**config.mk**
```make
export PLATFORM = sky130hd
export DESIGN_NAME = uart_tx_fifo
export DESIGN_NICKNAME = d
export VERILOG_FILES = /design/src/rtl/uart_pkg.sv /design/src/rtl/uart_sync_fifo.sv /design/src/rtl/uart_tx_fifo.sv
export SDC_FILE = /design/constraint.sdc
export NUM_CORES = 1
export LEC_CHECK = 0
export BUFFER_PORTS_ARGS = -buffer_cell sky130_fd_sc_hd__buf_2
export CAP_MARGIN = 20
export CORE_MARGIN = 4
export CORE_UTILIZATION = 50
export DETAILED_ROUTE_END_ITERATION = 8
export GPL_TIMING_DRIVEN = 0
export HOLD_SLACK_MARGIN = 0.06
export PLACE_DENSITY_LB_ADDON = 0.2
export SYNTH_ARGS = -nofsm -noshare
export SYNTH_HDL_FRONTEND = slang
export SYNTH_SLANG_ARGS = --single-unit
export TNS_END_PERCENT = 1
```
**constraint.sdc**
```tcl
create_clock -name clk_i -period 6.5 [get_ports clk_i]
set_clock_uncertainty 0.15 [all_clocks]
set_input_delay 0.325 -clock clk_i [delete_from_list [all_inputs] [get_ports clk_i]]
set_output_delay 0.325 -clock clk_i [all_outputs]
set_load 0.02 [all_outputs]
```
**src/rtl/uart_pkg.sv**
```systemverilog
// Shared UART definitions: data-bit encodings, transmitter FSM states, timing floor.
// Latency: n/a (types, constants and pure functions only).
// Backpressure: n/a.
package uart_pkg;

  typedef enum logic [1:0] {
    UART_BITS_5 = 2'b00,
    UART_BITS_6 = 2'b01,
    UART_BITS_7 = 2'b10,
    UART_BITS_8 = 2'b11
  } uart_bits_e;

  typedef enum logic [2:0] {
    TX_IDLE,
    TX_START,
    TX_DATA,
    TX_PARITY,
    TX_STOP
  } tx_state_e;

  // Shortest legal bit time in clocks; smaller divisors are clamped up to this.
  localparam logic [15:0] UART_DIV_MIN = 16'd2;

  // Index of the last data bit of a frame (N-1).
  function automatic logic [2:0] last_bit_idx(input uart_bits_e b);
    case (b)
      UART_BITS_5: return 3'd4;
      UART_BITS_6: return 3'd5;
      UART_BITS_7: return 3'd6;
      default:     return 3'd7;
    endcase
  endfunction

  // Keeps only the bits that are actually transmitted.
  function automatic logic [7:0] data_mask(input uart_bits_e b);
    case (b)
      UART_BITS_5: return 8'h1F;
      UART_BITS_6: return 8'h3F;
      UART_BITS_7: return 8'h7F;
      default:     return 8'hFF;
    endcase
  endfunction

endpackage

```
**src/rtl/uart_sync_fifo.sv**
```systemverilog
// Single-clock FIFO holding queued bytes; head word is visible on pop_dat_o.
// Latency: a push is visible (level, empty, head) after the next rising edge.
// Backpressure: pushes while full and pops while empty are ignored.
module uart_sync_fifo #(
  parameter  int WIDTH = 8,
  parameter  int DEPTH = 8,
  localparam int AW    = $clog2(DEPTH),
  localparam int LVL_W = $clog2(DEPTH) + 1
) (
  input  logic             clk_i,
  input  logic             rstn_i,
  input  logic             push_i,
  input  logic [WIDTH-1:0] push_dat_i,
  input  logic             pop_i,
  output logic [WIDTH-1:0] pop_dat_o,
  output logic             full_o,
  output logic             empty_o,
  output logic [LVL_W-1:0] level_o
);

  logic [WIDTH-1:0] mem_q [DEPTH];
  logic [LVL_W-1:0] wr_ptr_q, wr_ptr_d;
  logic [LVL_W-1:0] rd_ptr_q, rd_ptr_d;
  logic             do_push, do_pop;

  assign level_o   = wr_ptr_q - rd_ptr_q;
  assign full_o    = (level_o == LVL_W'(DEPTH));
  assign empty_o   = (level_o == '0);
  assign pop_dat_o = mem_q[rd_ptr_q[AW-1:0]];
  assign do_push   = push_i & ~full_o;
  assign do_pop    = pop_i & ~empty_o;

  // Pointer advance; the extra MSB distinguishes full from empty.
  always_comb begin
    wr_ptr_d = wr_ptr_q;
    rd_ptr_d = rd_ptr_q;
    if (do_push) wr_ptr_d = wr_ptr_q + LVL_W'(1);
    if (do_pop)  rd_ptr_d = rd_ptr_q + LVL_W'(1);
  end

  // Pointer registers; reset flushes the queue.
  always_ff @(posedge clk_i or negedge rstn_i) begin
    if (!rstn_i) begin
      wr_ptr_q <= '0;
      rd_ptr_q <= '0;
    end else begin
      wr_ptr_q <= wr_ptr_d;
      rd_ptr_q <= rd_ptr_d;
    end
  end

  // Storage needs no reset: entries are only read after being written.
  always_ff @(posedge clk_i) begin
    if (do_push) mem_q[wr_ptr_q[AW-1:0]] <= push_dat_i;
  end

endmodule

```
**src/rtl/uart_tx_fifo.sv**
```systemverilog
// Buffered UART transmitter: byte stream in, queued in a FIFO, serialised LSB first.
// Latency: byte pushed into an empty, idle block drives the start bit 2 clocks later.
// Backpressure: tx_ready_o low while disabled, full, or in the first clock after reset.
module uart_tx_fifo
  import uart_pkg::*;
#(
  parameter int FIFO_DEPTH = 8,
  parameter int LVL_W      = $clog2(FIFO_DEPTH) + 1
) (
  input  logic             clk_i,
  input  logic             rstn_i,
  input  logic [15:0]      cfg_div_i,
  input  logic             cfg_en_i,
  input  logic             cfg_parity_en_i,
  input  logic [1:0]       cfg_bits_i,
  input  logic             cfg_stop_bits_i,
  input  logic [7:0]       tx_data_i,
  input  logic             tx_valid_i,
  output logic             tx_ready_o,
  output logic             tx_o,
  output logic             busy_o,
  output logic [LVL_W-1:0] fifo_level_o
);

  logic       fifo_full, fifo_empty, fifo_pop;
  logic [7:0] fifo_dat;

  tx_state_e  state_q, state_d;
  logic [15:0] cnt_q, cnt_d;
  logic [15:0] div_q, div_d;
  logic [2:0]  bit_q, bit_d;
  logic [7:0]  sh_q, sh_d;
  logic        par_q, par_d;
  uart_bits_e  nbits_q, nbits_d;
  logic        par_en_q, par_en_d;
  logic        stop2_q, stop2_d;
  logic        tx_q, tx_d;
  logic        ready_arm_q;

  logic        bit_end, can_start, load;
  logic [15:0] div_eff;
  logic [7:0]  masked;

  uart_sync_fifo #(
    .WIDTH (8),
    .DEPTH (FIFO_DEPTH)
  ) u_fifo (
    .clk_i      (clk_i),
    .rstn_i     (rstn_i),
    .push_i     (tx_valid_i & tx_ready_o),
    .push_dat_i (tx_data_i),
    .pop_i      (fifo_pop),
    .pop_dat_o  (fifo_dat),
    .full_o     (fifo_full),
    .empty_o    (fifo_empty),
    .level_o    (fifo_level_o)
  );

  assign tx_ready_o = ready_arm_q & cfg_en_i & ~fifo_full;
  assign busy_o     = (state_q != TX_IDLE) | ~fifo_empty;
  assign tx_o       = tx_q;

  assign bit_end   = (cnt_q == 16'd0);
  assign can_start = ~fifo_empty & cfg_en_i;
  assign div_eff   = (cfg_div_i < UART_DIV_MIN) ? UART_DIV_MIN : cfg_div_i;
  assign masked    = fifo_dat & data_mask(uart_bits_e'(cfg_bits_i));

  // Frame sequencing; the last stop bit chains straight into the next start.
  always_comb begin
    state_d  = state_q;
    cnt_d    = cnt_q;
    div_d    = div_q;
    bit_d    = bit_q;
    sh_d     = sh_q;
    par_d    = par_q;
    nbits_d  = nbits_q;
    par_en_d = par_en_q;
    stop2_d  = stop2_q;
    load     = 1'b0;
    tx_d     = 1'b1;
    case (state_q)
      TX_IDLE: begin
        load = can_start;
      end
      TX_START: begin
        tx_d = 1'b0;
        if (bit_end) begin
          state_d = TX_DATA;
          cnt_d   = div_q - 16'd1;
          bit_d   = 3'd0;
        end else begin
          cnt_d = cnt_q - 16'd1;
        end
      end
      TX_DATA: begin
        tx_d = sh_q[0];
        if (bit_end) begin
          cnt_d = div_q - 16'd1;
          sh_d  = {1'b0, sh_q[7:1]};
          if (bit_q == last_bit_idx(nbits_q)) begin
            state_d = par_en_q ? TX_PARITY : TX_STOP;
            bit_d   = 3'd0;
          end else begin
            bit_d = bit_q + 3'd1;
          end
        end else begin
          cnt_d = cnt_q - 16'd1;
        end
      end
      TX_PARITY: begin
        tx_d = par_q;
        if (bit_end) begin
          state_d = TX_STOP;
          cnt_d   = div_q - 16'd1;
          bit_d   = 3'd0;
        end else begin
          cnt_d = cnt_q - 16'd1;
        end
      end
      TX_STOP: begin
        if (bit_end) begin
          if (stop2_q && (bit_q == 3'd0)) begin
            bit_d = 3'd1;
            cnt_d = div_q - 16'd1;
          end else if (can_start) begin
            load = 1'b1;
          end else begin
            state_d = TX_IDLE;
          end
        end else begin
          cnt_d = cnt_q - 16'd1;
        end
      end
      default: state_d = TX_IDLE;
    endcase
    // Latch the head byte and a snapshot of the configuration for the new frame.
    if (load) begin
      state_d  = TX_START;
      cnt_d    = div_eff - 16'd1;
      div_d    = div_eff;
      bit_d    = 3'd0;
      sh_d     = masked;
      par_d    = ^masked;
      nbits_d  = uart_bits_e'(cfg_bits_i);
      par_en_d = cfg_parity_en_i;
      stop2_d  = cfg_stop_bits_i;
    end
    fifo_pop = load;
  end

  // Frame registers; the line is re-timed one clock behind the state.
  always_ff @(posedge clk_i or negedge rstn_i) begin
    if (!rstn_i) begin
      state_q     <= TX_IDLE;
      cnt_q       <= '0;
      div_q       <= UART_DIV_MIN;
      bit_q       <= '0;
      sh_q        <= '0;
      par_q       <= 1'b0;
      nbits_q     <= UART_BITS_8;
      par_en_q    <= 1'b0;
      stop2_q     <= 1'b0;
      tx_q        <= 1'b1;
      ready_arm_q <= 1'b0;
    end else begin
      state_q     <= state_d;
      cnt_q       <= cnt_d;
      div_q       <= div_d;
      bit_q       <= bit_d;
      sh_q        <= sh_d;
      par_q       <= par_d;
      nbits_q     <= nbits_d;
      par_en_q    <= par_en_d;
      stop2_q     <= stop2_d;
      tx_q        <= tx_d;
      ready_arm_q <= 1'b1;
    end
  end

endmodule

```
# ---- Word level (Yosys, flattened, before mapping)
# Memory sizes are Yosys's and may differ from the RTL's.
# Cells that the tools add are included.
dict set report classes {
  bitwise 10
  n_reduce_logical 19
  addsub 7
  muxes 37
  eq_ne 21
  magnitude_cmp 1
}
# cell count
set ops {}
lappend ops {{$mux W16} 5}
lappend ops {{$mux W3} 17}
lappend ops {{$sub A16 B1 Y16 const B} 3}
lappend ops {{$pmux W16 S2} 1}
lappend ops {{$mux W8} 3}
lappend ops {{$ne A3 B2 Y1 const B} 8}
lappend ops {{$pmux W8 S3} 1}
lappend ops {{$logic_not A16 Y1} 1}
lappend ops {{$lt A16 B2 Y1 const B} 1}
lappend ops {{$pmux W3 S5} 1}
lappend ops {{$pmux W3 S3} 1}
lappend ops {{$add A4 B1 Y4 const B} 2}
lappend ops {{$and A8 B8 Y8} 1}
lappend ops {{$reduce_and A8 Y1} 1}
lappend ops {{$reduce_xor A8 Y1} 1}
lappend ops {{$and A1 B1 Y1} 6}
lappend ops {{$eq A3 B2 Y1 const B} 2}
lappend ops {{$logic_not A3 Y1} 2}
lappend ops {{$pmux W2 S3} 1}
lappend ops {{$reduce_bool A3 Y1} 2}
lappend ops {{$mux W1} 5}
lappend ops {{$reduce_and A5 Y1} 1}
lappend ops {{$eq A2 B1 Y1 const B} 2}
lappend ops {{$eq A2 B2 Y1 const B} 2}
lappend ops {{21 further kinds} 25}
dict set report totals {
  wordCells 109
  mem_bits_rw 64
  n_memories 1
  inputBits 32
  out_inout_bits 7
  regBits 61
}
# name words width read_ports rd_ports_with_merged_regs write_ports line
set mem_list {}
lappend mem_list {u_fifo.mem_q 8 8 1 0 1 uart_sync_fifo.sv:21} ;# logic [WIDTH-1:0] mem_q [DEPTH];

# ---- Depth between registers and ports, before layout
dict set report logic_depth {
  ltp_word 10
  ltp_mapped 22
  ltp_nobuf 17
}

# ---- Cells and area by module
# From an unflattened synthesis, not the netlist that was laid out.
dict set report unflattened {
  hier_cells 594
  area_unflattened_um2 6461.2
}
# module cells_per_inst area_per_inst_um2 seq_area_each_um2 n_inst
set by_module_without_submodules {}
lappend by_module_without_submodules {uart_tx_fifo 420 3448.3 1331.3 1}
lappend by_module_without_submodules {uart_sync_fifo 174 3012.9 2122.0 1}

# ---- Worst setup path after synthesis
# OpenSTA, ideal clock, no wires.
dict set report synth_path {
  path_type {register -> register}
  startpoint {register u_fifo.rd_ptr_q[1]}
  endpoint {register cnt_q[12]}
  stages_incl_launch_ff 23
  setup_time_ns 0.126
  period_less_slack_ns 4.878
  path_slack_ns 1.622
  path_buffers 7
  t_required_ns 6.224
  t_arrival_ns 4.602
  cell_sequence {dfrtp_1 > clkbuf_1 > clkbuf_1 > inv_1 > fa_1 > xor2_1 > or3_1 > o31a_1 > buf_6 > and3_1 > buf_2 > buf_6 > buf_4 > buf_2 > nand2_1 > o21ai_0 > ha_1 > o311ai_1 > nor3_1 > mux2i_1 > nor2b_2 > xnor2_1 > o311a_1}
}
dict set report synth_via {
  elab_chain_cells 10
  elab_cells_between_ends 12
  cone_classes {add/sub (1); eq/ne (1); mux (5); bitwise (2); reduce/logical (3)}
}
# element line
set synth_lines {}
lappend synth_lines {{from (decl)} uart_sync_fifo.sv:23} ;# logic [LVL_W-1:0] rd_ptr_q, rd_ptr_d;
lappend synth_lines {{from (signal assigned)} uart_sync_fifo.sv:48} ;# rd_ptr_q <= rd_ptr_d;
lappend synth_lines {{$sub A4 B4 Y4 *} uart_sync_fifo.sv:26} ;# assign level_o = wr_ptr_q - rd_ptr_q;
lappend synth_lines {{via fifo_level_o[2]} uart_tx_fifo.sv:22} ;# output logic [LVL_W-1:0] fifo_level_o
lappend synth_lines {{$logic_not A4 Y1 *} uart_sync_fifo.sv:28} ;# assign empty_o = (level_o == '0);
lappend synth_lines {{$not A1 Y1 *} uart_tx_fifo.sv:64} ;# assign can_start = ~fifo_empty & cfg_en_i;
lappend synth_lines {{$and A1 B1 Y1 *} uart_tx_fifo.sv:64}
lappend synth_lines {{$mux W1} uart_tx_fifo.sv:125} ;# end else if (can_start) begin
lappend synth_lines {{$mux W1} uart_tx_fifo.sv:122} ;# if (stop2_q && (bit_q == 3'd0)) begin
lappend synth_lines {{$mux W1} uart_tx_fifo.sv:121} ;# if (bit_end) begin
lappend synth_lines {{$pmux W1 S2 *} uart_tx_fifo.sv:81} ;# case (state_q)
lappend synth_lines {{$ne A4 B3 Y1 (no source line) / $reduce_bool A3 Y1 (equally long branches)} n/a}
lappend synth_lines {{$reduce_and A2 Y1 (no source line)} n/a}
lappend synth_lines {{to (signal assigned)} uart_tx_fifo.sv:167} ;# cnt_q <= cnt_d;
lappend synth_lines {{to (decl)} uart_tx_fifo.sv:29} ;# logic [15:0] cnt_q, cnt_d;
# The timed path passes the listed nets; every way through them passes the cells marked *.
# A chain may end at the register's enable or synchronous reset.

# ---- Worst setup path after layout
dict set report layout_path {
  startpoint {register u_fifo.rd_ptr_q[1]}
  endpoint {register cnt_q[10]}
}
dict set report layout_via {
  elab_chain_cells 10
  elab_cells_between_ends 12
  cone_classes {add/sub (1); eq/ne (1); mux (5); bitwise (2); reduce/logical (3)}
}
# element line
set layout_lines {}
lappend layout_lines {{$sub A4 B4 Y4 *} uart_sync_fifo.sv:26}
lappend layout_lines {{$logic_not A4 Y1 *} uart_sync_fifo.sv:28}
lappend layout_lines {{$not A1 Y1 *} uart_tx_fifo.sv:64}
lappend layout_lines {{$and A1 B1 Y1 *} uart_tx_fifo.sv:64}
lappend layout_lines {{$mux W1} uart_tx_fifo.sv:125}
lappend layout_lines {{$mux W1} uart_tx_fifo.sv:122}
lappend layout_lines {{$mux W1} uart_tx_fifo.sv:121}
lappend layout_lines {{$pmux W1 S2 *} uart_tx_fifo.sv:81}
lappend layout_lines {{$ne A4 B3 Y1 (no source line) / $reduce_bool A3 Y1 (equally long branches)} n/a}
lappend layout_lines {{$reduce_and A2 Y1 (no source line)} n/a}
# Mark *: on every way between the ends. The rest lies on a longest branch, timed or not.

==> impl_metrics.prom <==
# TYPE chip_impl_metric gauge
chip_impl_info{name="status",value="completed"} 1
chip_impl_metric{name="share_comb_of_total_power",unit="%"} 35.3
chip_impl_metric{name="worst_skew_pair.late_latency",unit="ns"} 0.42
chip_impl_metric{name="dp.final_hpwl",unit="um"} 10580
chip_impl_metric{name="final.period_utilization",unit="%"} 92.98
chip_impl_metric{name="synthCells",unit=""} 559
chip_impl_info{name="class_of_the_worst_hold_path",value="input port to flip-flop"} 1
chip_impl_metric{name="cts_buffer_depth",unit=""} 2
chip_impl_metric{name="portbufs",unit=""} 38
chip_impl_metric{name="route.detailed.wl_per_inst",unit="um"} 18.70
chip_impl_metric{name="cellLeakagePower",unit="nW"} 2.948
chip_impl_metric{name="hold_ws",unit="ns"} 0.09874
chip_impl_metric{name="maxSlewViolCount",unit=""} 0
chip_impl_info{name="setup.worst_path.end_class",value="flip-flop"} 1
chip_impl_info{name="crit_path_start_kind",value="flip-flop"} 1
chip_impl_metric{name="slew_headroom",unit="%"} 32.53
chip_impl_metric{name="internal_power",unit="mW"} 2.097
chip_impl_metric{name="hold_violations",unit=""} 0
chip_impl_metric{name="grtUsageTotal",unit="%"} 22.23
chip_impl_metric{name="setup_tns",unit="ns"} 0
chip_impl_metric{name="cts_made_buffers",unit=""} 17
chip_impl_info{name="timing.setup.critical_path_class",value="flip-flop to flip-flop"} 1
chip_impl_metric{name="synth-edff-count",unit=""} 64
chip_impl_metric{name="critical_path_required",unit="ns"} 6.63
chip_impl_metric{name="grt_start_max_net_pins",unit=""} 40
chip_impl_metric{name="clock_sink_count",unit=""} 125
chip_impl_metric{name="ys_ff_latch",unit=""} 125
chip_impl_metric{name="area_used_by_multi_input_combinational_logic",unit="mm^2"} 0.002668
chip_impl_info{name="root_buffer",value="sky130_fd_sc_hd__clkbuf_16"} 1
chip_impl_metric{name="grt.overflow.total",unit=""} 0
chip_impl_metric{name="design.core.area",unit="mm^2"} 0.01216
chip_impl_metric{name="netlist-cell-type-count",unit=""} 71
chip_impl_metric{name="worst_slew_pin_slew",unit="ns"} 1.008
chip_impl_metric{name="ctsResizeCount",unit=""} 0
chip_impl_metric{name="drt_iter0_drc",unit=""} 267
chip_impl_metric{name="post_drt_antenna_nets",unit=""} 0
chip_impl_info{name="clock_tree_from_tritoncts",value="done"} 1
chip_impl_metric{name="number_of_global_route_vias_before_repair",unit=""} 4805
chip_impl_metric{name="routed-via-count",unit=""} 4670
chip_impl_metric{name="timing.critical_path.fanout_max",unit=""} 10
chip_impl_metric{name="drv.max_cap_violation_count",unit=""} 0
chip_impl_metric{name="fillCellCount",unit=""} 991
chip_impl_metric{name="period_needed",unit="ns"} 6.044
chip_impl_metric{name="place_congestion",unit=""} 0.9374
chip_impl_metric{name="post_drt_via_cell_ratio",unit=""} 5.667
chip_impl_metric{name="nNetsFinal",unit=""} 685
chip_impl_metric{name="timing.critical_path.arrival",unit="ns"} 6.17
chip_impl_metric{name="timing.fmax",unit="GHz"} 0.1655
chip_impl_metric{name="fp.dieH",unit="um"} 120.1
chip_impl_metric{name="syn2layout_area_growth",unit="%"} 20.04
chip_impl_metric{name="ant_diodes",unit=""} 0
chip_impl_metric{name="route.detailed.drc",unit=""} 0
chip_impl_metric{name="cts_hold_repair.buffers",unit=""} 27
chip_impl_metric{name="power.switching_fraction",unit="%"} 35.84
chip_impl_metric{name="setup_violations",unit=""} 0
chip_impl_metric{name="worst_setup_hold_path_clk_slew",unit="ns"} 0.06
chip_impl_metric{name="overall_die_width",unit="um"} 120.1
chip_impl_info{name="setup_repair_after_global_routing_missed_its_margin",value="no"} 1
chip_impl_metric{name="seq_power_share",unit="%"} 37.1
chip_impl_metric{name="top_level_ports",unit=""} 39
chip_impl_metric{name="htree_num_levels",unit=""} 4
chip_impl_info{name="ys_dominant_reg_cell",value="sky130_fd_sc_hd__edfxtp_1"} 1
chip_impl_metric{name="buffers_inserted_by_post_cts_timing_repair",unit=""} 0
chip_impl_metric{name="die_area",unit="mm^2"} 0.01442
chip_impl_metric{name="ys_async_sr_fraction",unit="%"} 48.80
chip_impl_metric{name="firstDrtPassIters",unit=""} 7
chip_impl_metric{name="syn-num-nets",unit=""} 600
chip_impl_metric{name="route.final.wire_length",unit="um"} 15410
chip_impl_metric{name="syn_avg_cell_area",unit="um^2"} 11.24
chip_impl_metric{name="powerDensity",unit="mW/mm^2"} 433.4
chip_impl_metric{name="net_switching_power",unit="mW"} 1.171
chip_impl_metric{name="grt_pass1_wl",unit="um"} 24480
chip_impl_metric{name="initial_core_util",unit="%"} 51.65
chip_impl_metric{name="post_route_cells_drive_above_1_share",unit="%"} 17.38
chip_impl_metric{name="power.clock.fraction",unit="%"} 27.6
chip_impl_metric{name="vdd_ir_drop_max",unit="V"} 0.0002556
chip_impl_metric{name="row_count",unit=""} 40
chip_impl_metric{name="regArea",unit="mm^2"} 0.003453
chip_impl_metric{name="antenna_violations_before_repair",unit=""} 0
chip_impl_metric{name="yosysWarningCount",unit=""} 0
chip_impl_metric{name="yosysSeqAreaShare",unit="%"} 54.98
chip_impl_metric{name="post_synth_instance_area",unit="mm^2"} 0.006281
## per-layer routing
metal | vias up | GRT usage (%) | wire, um
li1 | 2205 | - | -
met1 | 2289 | 27.31 | 6559
met2 | 143 | 37.16 | 7649
met3 | 33 | 5.419 | 793
met4 | 0 | 10.09 | 401
met5 | - | 0 | 0
## worst max-delay path, cell delays in order (launching register included)
cell and delay, ns:
sky130_fd_sc_hd__dfrtp_1 0.35, sky130_fd_sc_hd__clkbuf_1 0.43, sky130_fd_sc_hd__clkbuf_1 0.53, sky130_fd_sc_hd__inv_1 0.21, sky130_fd_sc_hd__fa_1 0.47, sky130_fd_sc_hd__xor2_1 0.19, sky130_fd_sc_hd__or3_1 0.33, sky130_fd_sc_hd__o31a_1 0.27
sky130_fd_sc_hd__buf_6 0.15, sky130_fd_sc_hd__nand3_4 0.13, sky130_fd_sc_hd__clkbuf_1 0.43, sky130_fd_sc_hd__clkbuf_1 0.52, sky130_fd_sc_hd__nand2_1 0.09, sky130_fd_sc_hd__o21ai_0 0.10, sky130_fd_sc_hd__ha_1 0.28, sky130_fd_sc_hd__o311ai_1 0.22
sky130_fd_sc_hd__mux2i_1 0.48, sky130_fd_sc_hd__o21ai_1 0.23, sky130_fd_sc_hd__o221ai_1 0.23, sky130_fd_sc_hd__a31oi_1 0.11
## power groups by stage
stage	registers, mW	logic, mW	clock network [mW]
final	1.21	1.15	0.902
after global routing	1.23	1.28	0.949
after CTS	1.21	1.16	0.913
after detailed placement	1.22	1.15	0
after global placement	1.21	1.10	0
after floorplan	1.17	0.877	0
## kinds of logic after synthesis
logic type	share of synthesized area, %
AO/OA/AOI/OAI	10.66
XOR/XNOR	3.904
adder cells (fa/ha/maj)	1.912
buffers and inverters	2.709
flip-flops	54.98
multiplexers	9.761
other	0.05970
AND/OR/NAND/NOR	16.02
## cells in the final DEF (no fill, tap or decap), types with 3 or more instances in the layout
cell                            netlist  layout
sky130_fd_sc_hd__a21oi_1             25      25
sky130_fd_sc_hd__a31oi_1              7       7
sky130_fd_sc_hd__and3_1               4       4
sky130_fd_sc_hd__buf_2                7      45
sky130_fd_sc_hd__clkbuf_1            14      17
sky130_fd_sc_hd__clkbuf_16            0      17
sky130_fd_sc_hd__clkinv_1             0       3
sky130_fd_sc_hd__clkinv_4             0       4
sky130_fd_sc_hd__dfrtp_1             57      57
sky130_fd_sc_hd__dfstp_2              4       4
sky130_fd_sc_hd__dlygate4sd3_1        0      27
sky130_fd_sc_hd__edfxtp_1            64      64
sky130_fd_sc_hd__ha_1                 8       8
sky130_fd_sc_hd__inv_1               12      12
sky130_fd_sc_hd__mux2i_1             23      23
sky130_fd_sc_hd__mux4_2              16      16
sky130_fd_sc_hd__nand2_1            102     102
sky130_fd_sc_hd__nand2b_1             4       4
sky130_fd_sc_hd__nand4_1              5       5
sky130_fd_sc_hd__nor2_1              51      51
sky130_fd_sc_hd__nor3_1              10       8
sky130_fd_sc_hd__nor3_2               1       3
sky130_fd_sc_hd__nor4_1               3       3
sky130_fd_sc_hd__o21ai_0             32      32
sky130_fd_sc_hd__o21ai_1              5       5
sky130_fd_sc_hd__o221ai_1             3       3
sky130_fd_sc_hd__o31ai_1              5       5
sky130_fd_sc_hd__or2_2                4       4
sky130_fd_sc_hd__or3_1               10      10
sky130_fd_sc_hd__or4_1                3       3
sky130_fd_sc_hd__xnor2_1             21      21
sky130_fd_sc_hd__xor2_1               7       7
## per-stage QoR
step	std cells	total power, mW	instance area (um^2)	utilization (%)	setup WS [ns]
3_5_place_dp	766	2.362	6711	55.19	0.4998
5_1_grt	824	3.461	7540	62.00	0.04791
2_1_floorplan	559	2.049	6281	-	1.622
4_1_cts	824	3.284	7540	62.00	0.4941
3_3_place_gp	765	2.309	6681	54.94	0.6334
6_report	824	3.268	7540	62.00	0.4564
## synth_stat cells (2+ instances only)
cell type / instances / area, um^2
sky130_fd_sc_hd__xnor2_1: 21 / 183.9
sky130_fd_sc_hd__mux4_2: 16 / 360.4
sky130_fd_sc_hd__mux2_2: 2 / 22.52
sky130_fd_sc_hd__or4_1: 3 / 22.52
sky130_fd_sc_hd__xor2_1: 7 / 61.31
sky130_fd_sc_hd__nand3_1: 2 / 10.01
sky130_fd_sc_hd__buf_2: 7 / 35.03
sky130_fd_sc_hd__o221ai_1: 3 / 26.28
sky130_fd_sc_hd__o21a_1: 2 / 15.01
sky130_fd_sc_hd__nor4_1: 3 / 18.77
sky130_fd_sc_hd__nand2b_1: 4 / 25.02
sky130_fd_sc_hd__a41oi_1: 2 / 17.52
sky130_fd_sc_hd__nor3_1: 10 / 50.05
sky130_fd_sc_hd__dfstp_2: 4 / 105.1
sky130_fd_sc_hd__a211oi_1: 2 / 15.01
sky130_fd_sc_hd__mux2i_1: 23 / 230.2
sky130_fd_sc_hd__or3_1: 10 / 62.56
sky130_fd_sc_hd__nor4_4: 2 / 42.54
sky130_fd_sc_hd__ha_1: 8 / 100.1
sky130_fd_sc_hd__a21oi_1: 25 / 125.1
sky130_fd_sc_hd__nor2_1: 51 / 191.4
sky130_fd_sc_hd__nand2_1: 102 / 382.9
sky130_fd_sc_hd__clkbuf_1: 14 / 52.55
sky130_fd_sc_hd__and3_1: 4 / 25.02
sky130_fd_sc_hd__dfrtp_1: 57 / 1426
sky130_fd_sc_hd__a22o_1: 2 / 17.52
sky130_fd_sc_hd__o31a_1: 2 / 17.52
sky130_fd_sc_hd__edfxtp_1: 64 / 1922
sky130_fd_sc_hd__inv_1: 12 / 45.04
sky130_fd_sc_hd__a31oi_1: 7 / 43.79
sky130_fd_sc_hd__nand4_1: 5 / 31.28
sky130_fd_sc_hd__o31ai_1: 5 / 37.54
sky130_fd_sc_hd__buf_6: 2 / 22.52
sky130_fd_sc_hd__o21ai_1: 5 / 25.02
sky130_fd_sc_hd__or2_2: 4 / 25.02
sky130_fd_sc_hd__o21ai_0: 32 / 160.2
## state kept, by name, summed over array words and instances, names as in the netlist
| signal | cells |
|---|---|
| bit_q | 3 |
| nbits_q | 2 |
| div_q | 16 |
| tx_o | 1 |
| par_q | 1 |
| sh_q | 8 |
| par_en_q | 1 |
| cnt_q | 16 |
| ready_arm_q | 1 |
| u_fifo.mem_q | 64 |
| u_fifo.rd_ptr_q | 4 |
| state_q | 3 |
| stop2_q | 1 |
| u_fifo.wr_ptr_q | 4 |
## final cells by class
cell class                 count  share of cell area (%)
timing repair buffer          66                   6.372
multi-input combinational    396                   35.38
buffer                        25                   1.610
clock buffer                  20                   5.792
tap                          168                   2.788
inverter                      13                  0.6472
sequential                   125                   45.80
clock inverter                11                   1.610
## worst paths after layout
kind                                           startpoint                      to  slack, ns  cells past startpoint
hold reg to reg                    nbits_q[1]$_DFFE_PN1N_  nbits_q[1]$_DFFE_PN1N_       0.32                      2
setup reg to reg           u_fifo.rd_ptr_q[1]$_DFFE_PN0P_   cnt_q[10]$_DFFE_PN0P_       0.46                     19
min in group asynchronous                          rstn_i    bit_q[2]$_DFFE_PN0P_       0.28                      2
max in group asynchronous                          rstn_i    div_q[1]$_DFFE_PN1N_       5.26                      3
setup / recovery           u_fifo.rd_ptr_q[1]$_DFFE_PN0P_   cnt_q[10]$_DFFE_PN0P_       0.46                     19
hold / removal                               cfg_div_i[4]    div_q[4]$_DFFE_PN0N_        0.1                      3
No activity file was read; power rests on OpenSTA's default activity.
